===== src/rtl/sw_mux_pkg.sv =====
// Shared types and helpers for the switch-output multiplexer arbiter.
// Imported by the arbiter top and reusable by other switch-side logic.
package sw_mux_pkg;

   typedef enum logic {
      ST_IDLE  = 1'b0,
      ST_BURST = 1'b1
   } state_e;

   localparam int NUM_SW_INST_DEF = 5;
   localparam int MAX_INST        = 32;

   function automatic logic [MAX_INST-1:0] onehot(input logic [7:0] idx);
      return {{(MAX_INST-1){1'b0}}, 1'b1} << idx;
   endfunction

endpackage


===== src/rtl/rr_priority_pick.sv =====
// Rotating-priority picker: first set request after index ptr wins.
// Purely combinational; ptr is the most recent winner.
module rr_priority_pick #(
   parameter int N     = 5,
   parameter int IDX_W = $clog2(N)
) (
   input  logic [N-1:0]     req,
   input  logic [IDX_W-1:0] ptr,
   output logic             any_req,
   output logic [IDX_W-1:0] winner
);

   logic found;
   int   idx;

   assign any_req = |req;

   always_comb begin
      winner = '0;
      found  = 1'b0;
      idx    = 0;
      for (int off = 1; off <= N; off++) begin
         idx = (int'(ptr) + off) % N;
         if (!found && req[idx]) begin
            found  = 1'b1;
            winner = IDX_W'(idx);
         end
      end
   end

endmodule


===== src/rtl/sw_mux_arbiter.sv =====
// Round-robin burst arbiter driving the switch-output multiplexer select.
// Grant is held until last, request withdrawal, or the beat cap.
module sw_mux_arbiter
   import sw_mux_pkg::*;
#(
   parameter int NUM_SW_INST = NUM_SW_INST_DEF,
   parameter int MAX_BURST   = 16
) (
   input  logic                   clk,
   input  logic                   rst_n,
   input  logic [NUM_SW_INST-1:0] req,
   input  logic [NUM_SW_INST-1:0] last,
   input  logic                   out_ready,
   output logic [NUM_SW_INST-1:0] sel,
   output logic [NUM_SW_INST-1:0] gnt,
   output logic                   out_valid,
   output logic                   out_last,
   output logic                   busy
);

   localparam int IDX_W = $clog2(NUM_SW_INST);
   localparam int CNT_W = (MAX_BURST == 0) ? 1 : $clog2(MAX_BURST + 1);
   localparam logic [CNT_W-1:0] CAP =
      (MAX_BURST == 0) ? '1 : CNT_W'(MAX_BURST - 1);

   state_e                 state, state_d;
   logic [IDX_W-1:0]       owner;
   logic [IDX_W-1:0]       ptr;
   logic [CNT_W-1:0]       beat_cnt;
   logic [IDX_W-1:0]       winner;
   logic                   any_req;
   logic [NUM_SW_INST-1:0] win_oh;
   logic                   in_burst;
   logic                   req_own;
   logic                   cap_hit;
   logic                   xfer;
   logic                   release_c;

   rr_priority_pick #(
      .N     (NUM_SW_INST),
      .IDX_W (IDX_W)
   ) u_pick (
      .req     (req),
      .ptr     (ptr),
      .any_req (any_req),
      .winner  (winner)
   );

   assign win_oh    = NUM_SW_INST'(onehot(8'(winner)));
   assign in_burst  = (state == ST_BURST);
   assign req_own   = req[owner];
   assign cap_hit   = (MAX_BURST != 0) && (beat_cnt == CAP);
   assign xfer      = in_burst & req_own & out_ready;
   assign release_c = in_burst & ((xfer & (last[owner] | cap_hit)) | ~req_own);

   always_ff @(posedge clk or negedge rst_n) begin
      if (!rst_n) state <= ST_IDLE;
      else        state <= state_d;
   end

   always_comb begin
      state_d = state;
      unique case (state)
         ST_IDLE:  if (any_req)   state_d = ST_BURST;
         ST_BURST: if (release_c) state_d = ST_IDLE;
         default:                 state_d = ST_IDLE;
      endcase
   end

   always_comb begin
      out_valid = in_burst & req_own;
      out_last  = in_burst & (last[owner] | cap_hit);
      gnt       = xfer ? sel : '0;
      busy      = in_burst;
   end

   // Counter saturates so an unlimited burst can never wrap.
   always_ff @(posedge clk or negedge rst_n) begin
      if (!rst_n) begin
         sel      <= '0;
         owner    <= '0;
         beat_cnt <= '0;
         ptr      <= IDX_W'(NUM_SW_INST - 1);
      end else if (!in_burst) begin
         if (any_req) begin
            sel      <= win_oh;
            owner    <= winner;
            beat_cnt <= '0;
         end
      end else if (release_c) begin
         sel      <= '0;
         ptr      <= owner;
         beat_cnt <= '0;
      end else if (xfer && beat_cnt != '1) begin
         beat_cnt <= beat_cnt + 1'b1;
      end
   end

endmodule


===== config.mk =====
export PLATFORM = sky130hd
export DESIGN_NAME = sw_mux_arbiter
export DESIGN_NICKNAME = d
export VERILOG_FILES = /design/src/rtl/sw_mux_pkg.sv /design/src/rtl/rr_priority_pick.sv /design/src/rtl/sw_mux_arbiter.sv
export SDC_FILE = /design/constraint.sdc
export NUM_CORES = 1
export LEC_CHECK = 0
export CORE_UTILIZATION = 59
export CTS_CLUSTER_SIZE = 24
export DETAILED_ROUTE_END_ITERATION = 7
export PLACE_DENSITY_LB_ADDON = 0.08
export SLEW_MARGIN = 20
export SYNTH_ARGS = -nofsm -noshare
export SYNTH_HDL_FRONTEND = slang
export SYNTH_SLANG_ARGS = --single-unit

===== constraint.sdc =====
create_clock -name clk -period 6.05 [get_ports clk]
set_input_delay 1.815 -clock clk [delete_from_list [all_inputs] [get_ports clk]]
set_output_delay 1.815 -clock clk [all_outputs]
set_load 0.005 [all_outputs]

# Word-level counts from Yosys, hierarchy flattened
# Index checks and enable logic that the tools add are counted.
word_totals:
  reg_bits: 17
  input_bits: 13
  out_inout_bits: 13
  word_cells: 90
classes:
  add_sub_neg: 6
  div_mod_pow: 5
  order_cmp: 6
  n_eq_ne: 4
  n_shift: 1
  n_mux: 39
  bitwise_logic: 9
  reduce_logical: 15
op_table:
  columns: ["operator", "count"]
  rows:
  - ["32-bit by 5-bit < comparator with 1-bit output (second input constant)", 5]
  - ["32-bit by 4-bit remainder unit with 32-bit output (second input constant)", 5]
  - ["5-bit 2-to-1 mux", 8]
  - ["1-bit binary-select mux with 3-bit select", 7]
  - ["1-bit 2-to-1 mux", 18]
  - ["3-bit 2-to-1 mux", 5]
  - ["3-bit by 2-bit adder with 4-bit output (second input constant)", 2]
  - ["3-bit by 3-bit adder with 4-bit output (second input constant)", 2]
  - ["2-bit AND reduction", 4]
  - ["5-bit by 1-bit adder with 5-bit output (second input constant)", 1]
  - ["1-bit bitwise AND", 5]
  - ["5-bit by 4-bit == test with 1-bit output (second input constant)", 1]
  - ["1-bit logical AND", 5]
  - ["5-bit != test (second input constant)", 1]
  - ["5-bit OR reduction", 1]
  - ["1-bit by 3-bit << shifter with 5-bit output (first input constant)", 1]
  - ["3-bit by 1-bit adder with 4-bit output (second input constant)", 1]
  - ["1-bit zero test", 4]
  - ["3-bit by 4-bit < comparator with 1-bit output (second input constant)", 1]
  - ["3-bit by 1-bit != test with 1-bit output (second input constant)", 1]
  - ["2-bit by 1-bit != test with 1-bit output (second input constant)", 1]
  - ["1-bit inverter", 2]
  - ["1-bit OR", 2]
  - ["1-bit case mux with 2 select lines", 1]
  - ["2-bit nonzero test", 1]

# Depth between registers and ports, before layout
# Gate-level depths: netlist of the first run.
depth:
  ltp_word: 21
  depth_mapped: 19
  ltp_nobuf: 17

# Hierarchy
# From an unflattened synthesis of the first run, not the netlist that was laid out.
hier_totals:
  hier_cells: 351
  area_unflattened_um2: 2817.7
modules_own_cells:
  columns: ["mod", "n_inst", "cells_per_inst", "area_each_um2", "seq_area_each_um2"]
  rows:
  - ["rr_priority_pick", 1, 237, 1750.4, 0.0]
  - ["sw_mux_arbiter", 1, 114, 1067.3, 426.7]

# Worst setup path after synthesis of the first run
# OpenSTA, ideal clock, no wires.
synth_path:
  path_type: "in2out"
  start: "in req[2]"
  end: "out gnt[0]"
  arrival_ns: 3.190
  required_time_ns: 4.235
  path_slack_ns: 1.045
  path_stages: 8
  path_buffers: 1
  cell_sequence: "clkbuf_1 > inv_1 > mux4_2 > nor2_1 > a31oi_1 > nor2b_1 > nand2_1 > nor2_1"
synth_via:
  elab_chain_cells: 5
synth_rtl:
  columns: ["item", "line_no", "rtl"]
  rows:
  - ["start, declared", "sw_mux_arbiter.sv:11", "input logic [NUM_SW_INST-1:0] req,"]
  - ["1-bit binary-select mux with 3-bit select", "sw_mux_arbiter.sv:51", "assign req_own = req[owner];"]
  - ["1-bit 2-to-1 mux (not written as such)", "sw_mux_arbiter.sv:51", null]
  - ["1-bit bitwise AND", null, null]
  - ["named net out_valid", "sw_mux_arbiter.sv:16", "output logic out_valid,"]
  - ["1-bit bitwise AND", "sw_mux_arbiter.sv:53", "assign xfer = in_burst & req_own & out_ready;"]
  - ["5-bit 2-to-1 mux", "sw_mux_arbiter.sv:73", "gnt = xfer ? sel : '0;"]
  - ["end, declared", "sw_mux_arbiter.sv:15", "output logic [NUM_SW_INST-1:0] gnt,"]
# The timed path passes the listed nets, and every way through them passes these cells. The select of a mux whose other input is x is not followed.

# Final worst setup path of the first run
layout_path:
  start: "in req[2]"
  end: "out gnt[4]"
layout_via:
  elab_chain_cells: 5
layout_rtl:
  columns: ["item", "line_no"]
  rows:
  - ["1-bit binary-select mux with 3-bit select", "sw_mux_arbiter.sv:51"]
  - ["1-bit 2-to-1 mux (not written as such)", "sw_mux_arbiter.sv:51"]
  - ["1-bit bitwise AND (2 in series)", "sw_mux_arbiter.sv:53"]
  - ["5-bit 2-to-1 mux", "sw_mux_arbiter.sv:73"]
# No other way between the ends. The select of a mux whose other input is x is not followed.

==> flow_metrics.env, run 1 <==
export IMPL_status="completed"
export IMPL_yosys_area_top_type="dfrtp_1"
export IMPL_cts_htree_levels=1
export IMPL_initial_utilization_pct=62.30
export IMPL_portBuffers=25
export IMPL_rows=24
export IMPL_clockBufferDepth=2
export IMPL_synth_flop_cell="dfrtp_1"
export IMPL_grt_pass1_vias=2663
export IMPL_holdBufCountCts=0
export IMPL_synthTopCellsByArea="dfrtp_1 (15%), ha_1 (13%), mux2i_1 (4.4%)"
export IMPL_finalHoldViolations=0
export IMPL_cts_sinks=17
export IMPL_yosys_top_cells_count="nand2_1 (31), ha_1 (29), inv_1 (28), nor2_1 (25), o21ai_0 (20)"
export IMPL_grt_overflow=0
export IMPL_die_x_um=70.28
export IMPL_holdWs_ps=519.7
export IMPL_ys_seq_area_share_pct=15.51
export IMPL_drt_iter0_markers=174
export IMPL_ys_ff_latch=17
export IMPL_hold_start="beat_cnt[1]"
export IMPL_netlist_area_leader_share_pct=14.56
export IMPL_fmax_ghz=0.1694
export IMPL_pin_count=26
export IMPL_clkSlewWorstSetupHoldPaths_ps=60
export IMPL_hp_class="flop to flop"
export IMPL_finClkSkew_ps=3.647
export IMPL_worst_pin_slew_ps=768.1
export IMPL_synth_nets=389
export IMPL_min_to="beat_cnt[1]"
export IMPL_area_growth_pct=12.01
export IMPL_grt_max_degree=31
export IMPL_critical_path_class="input port to output port"
export IMPL_cts_tree="done"
export IMPL_worst_setup_path_end_kind="output port"
export IMPL_r2r_cells=19
export IMPL_finalMaxSlewViolations=0
export IMPL_postRouteAntennaNets=0
export IMPL_final_nets=411
export IMPL_fillers=393
export IMPL_gp_congestion=0.9719
export IMPL_syn_area_um2=2750
export IMPL_antenna_found_initial=0
export IMPL_worstSetupStartpointType="input port"
export IMPL_async_reset_ff_share_pct=100.0
export IMPL_crit_arrival_ps=4090
export IMPL_first_pass_iters=4
export IMPL_drive_gt1_share_pct=10.35
export IMPL_min_period_ps=5905
export IMPL_synth_edf_count=0
export IMPL_cts_made_buffers=3
export IMPL_r2r_setup_slack_ps=900
export IMPL_grtUsageTotal_pct=30.48
export IMPL_routedWlPerCell_um=16.55
export IMPL_timing_slew_headroom_pct=48.63
export IMPL_yosys_warnings=0
export IMPL_reg2reg_to="sel[1]"
export IMPL_yosysMostFrequentCell="nand2_1"
export IMPL_hpwlAfterDp_mm=5.444
export IMPL_crit_fanout=4
export IMPL_die_y_um=70.28
export IMPL_min_delay_path_depth=2
export IMPL_grt_pass1_wl_mm=12.25
export IMPL_ys_types=78
export IMPL_ctsResizeCount=0
export IMPL_die_area_um2=4939
export IMPL_period_share_pct=97.60
export IMPL_vias=2678
export IMPL_cp_required_ps=4240
export IMPL_cap_violations=0
export IMPL_finalSetupViolations=0
export IMPL_rsz0062_at_grt="no"
export IMPL_routed_via_density=6.391
export IMPL_core_um2=4414
export IMPL_syn_area_per_cell_um2=7.948
export IMPL_clk_latency_ps=250
export IMPL_r2r_start="ptr[0]"
export IMPL_antennaDiodeCount=0
export IMPL_cts_setup_buffers=0
export IMPL_drt_total_wl_mm=6.933
export IMPL_clockRootBuffer="clkbuf_8"
export IMPL_synth_cells=346
export IMPL_route_detailed_drc=0
export IMPL_setup_tns_ps=0
-- cell usage in the layout (no fill, tap or decap), types with 3 or more instances in the layout --
cell type        netlist  routed
clkbuf_8               0       3
ha_1                  29      29
nand2_1               31      31
nor2_1                25      25
xor2_1                 3       3
mux4_2                 3       3
nand3_1                6       6
nand2b_1               4       4
o211ai_1               5       5
o31ai_1                5       5
buf_4                  2      10
o31a_1                 3       3
nor3_1                 9       9
a31oi_1                4       4
o21ai_0               20      20
and4_1                 3       3
inv_1                 28      28
a21o_1                 3       3
xnor2_1                8       8
nor2b_1                7       7
mux2_2                 3       3
a21oi_1               18      18
or3_1                  6       6
and3_1                 4       4
or2_2                  3       3
mux2i_1               12      12
clkdlybuf4s50_1        0      25
dfrtp_1               16      16
o21a_1                 4       4
nor4_1                 4       4
and2_1                 3       3
nand4_1                6       6
-- logic make-up (layout without fill, tap and decap cells) --
| kind of cell | count (synthesis) | in the layout | synth area share [%] |
|---|---|---|---|
| and+or+nand+nor | 123 | 123 | 23.70 |
| adders and majority gates | 30 | 30 | 13.92 |
| xor gates and xnor gates | 12 | 12 | 4.095 |
| AOI/OAI and AO/OA | 99 | 99 | 26.94 |
| buffers and inverters | 47 | 68 | 7.779 |
| DFF | 17 | 17 | 15.51 |
| muxes | 18 | 18 | 8.053 |
-- state kept, by name, summed over array words and instances, names as in the netlist --
| signal | flops |
|---|---|
| sel | 5 |
| owner | 3 |
| ptr | 3 |
| beat_cnt | 5 |
| busy | 1 |
-- layer usage --
| metal | vias to the layer above | track usage [%] | part of all wire [%] |
|---|---|---|---|
| met2 | 82 | 54.39 | 50 |
| met3 | 15 | 1.587 | 4.4 |
| li1 | 1319 | - | - |
| met4 | 0 | 11.33 | 2.3 |
| met5 | - | 0 | 0 |
| met1 | 1262 | 38.45 | 43 |
-- stage by stage --
stage | instances | util [%] | instance area (µm²) | worst slack [ps]
5_1_grt | 419 | 69.78 | 3080 | 12.70
6_report | 419 | 69.78 | 3080 | 145.4
3_3_place_gp | 415 | 68.76 | 3035 | 241.4
4_1_cts | 419 | 69.78 | 3080 | 137.3
2_1_floorplan | 346 | - | 2750 | 1045
3_5_place_dp | 415 | 68.76 | 3035 | 155.0
-- worst max-delay path, cell delays in order --
cell and delay (ps):
clkdlybuf4s50_1 480, inv_1 80, mux4_2 480, nor2_1 100
a31oi_1 60, nor2b_1 260, nand2_1 160, nor2_1 130
clkdlybuf4s50_1 520
-- layout make-up --
class | instances | area, µm² | share of cell area (%)
inverters | 29 | 108.9 | 3.534
multi-input cells | 282 | 2110 | 68.48
clock buffers | 4 | 45.04 | 1.462
repair buffers | 35 | 325.3 | 10.56
well taps | 52 | 65.06 | 2.112
flip-flops and latches | 17 | 426.7 | 13.85
-- worst max path at each step --
| stage | startpoint | end | slack (ps) | cells after the start |
|---|---|---|---|---|
| floorplan | req[2] | gnt[0] | 1040 | 8 |
| finish | req[2] | gnt[4] | 150 | 9 |
| detailed placement | req[2] | gnt[4] | 150 | 9 |
| global route | req[2] | gnt[0] | 10 | 9 |
| global placement | req[2] | gnt[2] | 240 | 9 |
| CTS | req[2] | gnt[4] | 140 | 9 |
Power of run 1 is not shown: default switching activity piles up to over one toggle a cycle in this logic, so the estimate is an artifact.
==> run 2, diff against run 1 <==
--- a/config.mk
+++ b/config.mk
@@ -5,10 +5,11 @@
 export SDC_FILE = /design/constraint.sdc
 export NUM_CORES = 1
 export LEC_CHECK = 0
+export CORE_MARGIN = 2
 export CORE_UTILIZATION = 59
 export CTS_CLUSTER_SIZE = 24
 export DETAILED_ROUTE_END_ITERATION = 7
-export PLACE_DENSITY_LB_ADDON = 0.08
+export PLACE_DENSITY = 0.8
 export SLEW_MARGIN = 20
 export SYNTH_ARGS = -nofsm -noshare
 export SYNTH_HDL_FRONTEND = slang
==> run 2 against run 1 <==
Non-clock buffer count decreased by 2; die area is 5.8% higher; worst hold slack got worse by 7.5 ps; setup slack gained 55 ps; clock skew shrank 2.7 ps; final area down 0.49%; critical endpoint is now gnt[3].
==> flow_metrics.env, run 2 (synthesized netlist as in run 1, its figures left out) <==
export IMPL_finalSetupViolations=0
export IMPL_gp_congestion=0.9953
export IMPL_r2r_start="ptr[1]"
export IMPL_crit_slowest_cell="clkdlybuf4s50_1"
export IMPL_worstSetupStartpointType="input port"
export IMPL_die_y_um=72.28
export IMPL_cp_required_ps=4240
export IMPL_routedWlPerCell_um=17.22
export IMPL_clkSlewWorstSetupHoldPaths_ps=60
export IMPL_cpPeakStageDelay_ps=510
export IMPL_timing_slew_headroom_pct=48.44
export IMPL_cts_sinks=17
export IMPL_core_um2=4414
export IMPL_die_area_um2=5224
export IMPL_worst_pin_slew_ps=771.0
export IMPL_clk_latency_ps=250
export IMPL_cts_htree_levels=1
export IMPL_cts_setup_buffers=0
export IMPL_r2r_cells=16
export IMPL_postRouteAntennaNets=0
export IMPL_rows=24
export IMPL_area_growth_pct=11.46
export IMPL_min_period_ps=5850
export IMPL_antenna_found_initial=0
export IMPL_final_cell_mix="nand2_1 (31), ha_1 (29), inv_1 (28)"
export IMPL_drive_gt1_share_pct=9.863
export IMPL_final_common_cell="nand2_1"
export IMPL_first_pass_iters=5
export IMPL_grt_overflow=0
export IMPL_clockRootBuffer="clkbuf_8"
export IMPL_drt_iter0_markers=265
export IMPL_die_x_um=72.28
export IMPL_grt_max_degree=31
export IMPL_finalMaxSlewViolations=0
export IMPL_fmax_ghz=0.1710
export IMPL_critical_path_class="input port to output port"
export IMPL_top_regs="beat_cnt x5, sel x5"
export IMPL_drt_total_wl_mm=7.180
export IMPL_pin_count=26
export IMPL_clockBufferDepth=2
export IMPL_hold_start="beat_cnt[1]"
export IMPL_finalHoldViolations=0
export IMPL_ctsResizeCount=0
export IMPL_grt_pass1_wl_mm=11.99
export IMPL_cp_startpoint="req[2]"
export IMPL_critical_path_buf_inv_count=3
export IMPL_route_detailed_drc=0
export IMPL_rsz0062_at_grt="no"
export IMPL_period_share_pct=96.69
export IMPL_min_delay_path_depth=2
export IMPL_holdBufCountCts=0
export IMPL_fin_area_um2=3065
export IMPL_cts_made_buffers=3
export IMPL_setup_tns_ps=0
export IMPL_hpwlAfterDp_mm=5.533
export IMPL_status="completed"
export IMPL_grt_pass1_vias=2558
export IMPL_dpl_cell_area_um2=3020
export IMPL_worst_setup_path_end_kind="output port"
export IMPL_portBuffers=25
export IMPL_critical_path_top_delay_family="buffers and inverters"
export IMPL_crit_fanout=4
export IMPL_finClkSkew_ps=0.9903
export IMPL_hp_class="flop to flop"
export IMPL_path_cells="clkdlybuf4s50_1 -> inv_1 -> mux4_2 -> nor2_1 -> a31oi_1 -> nor2b_1 -> nand2_1 -> nor2_1 -> clkdlybuf4s50_1"
export IMPL_cts_tree="done"
export IMPL_cp_num_cells=9
export IMPL_final_nets=409
export IMPL_vias=2716
export IMPL_antennaDiodeCount=0
export IMPL_cap_violations=0
export IMPL_initial_utilization_pct=62.30
export IMPL_grtUsageTotal_pct=28.43
export IMPL_crit_arrival_ps=4030
export IMPL_routed_via_density=6.513
-- run 2: final cells by class --
class	instances	area [µm²]
tap	52	65.06
multi-input combinational	282	2110
clock buffer	4	45.04
fill	371	1349
timing repair buffer	33	310.3
inverter	29	108.9
sequential	17	426.7
-- run 2: path summary, 6_finish.rpt --
kind	end	slack, ps
worst min-delay path	beat_cnt[1]	510
min in group asynchronous	sel[2]	2010
max in group asynchronous	beat_cnt[3]	3560
worst min register to register	beat_cnt[1]	510
worst max register to register	sel[0]	510
worst max-delay path	gnt[3]	200
-- run 2: per-stage QoR --
step           worst slack (ps)  instances  utilization, %  hold slack (ps)
4_1_cts                   195.6        417           69.44            514.8
6_report                  200.4        417           69.44            512.2
3_5_place_dp              199.2        413           68.42            498.4
3_3_place_gp              244.9        413           68.42            490.3
2_1_floorplan              1045        346               -            474.9
5_1_grt                   31.66        417           69.44            548.3
-- run 2: per-layer routing --
layer	track usage, %	routed length [µm]
met4	5.031	52
met5	0	0
met3	4.306	434
met1	41.23	3425
met2	45.36	3268
-- run 2: tightest hold or removal path, delay by kind of cell (launching register included) --
| kind | cells | cell delay, ps |
|---|---|---|
| DFF | 1 | 370 |
| AOI/OAI and AO/OA | 1 | 60 |
| and+or+nand+nor | 1 | 50 |
Power of run 2 is left out for the same reason.
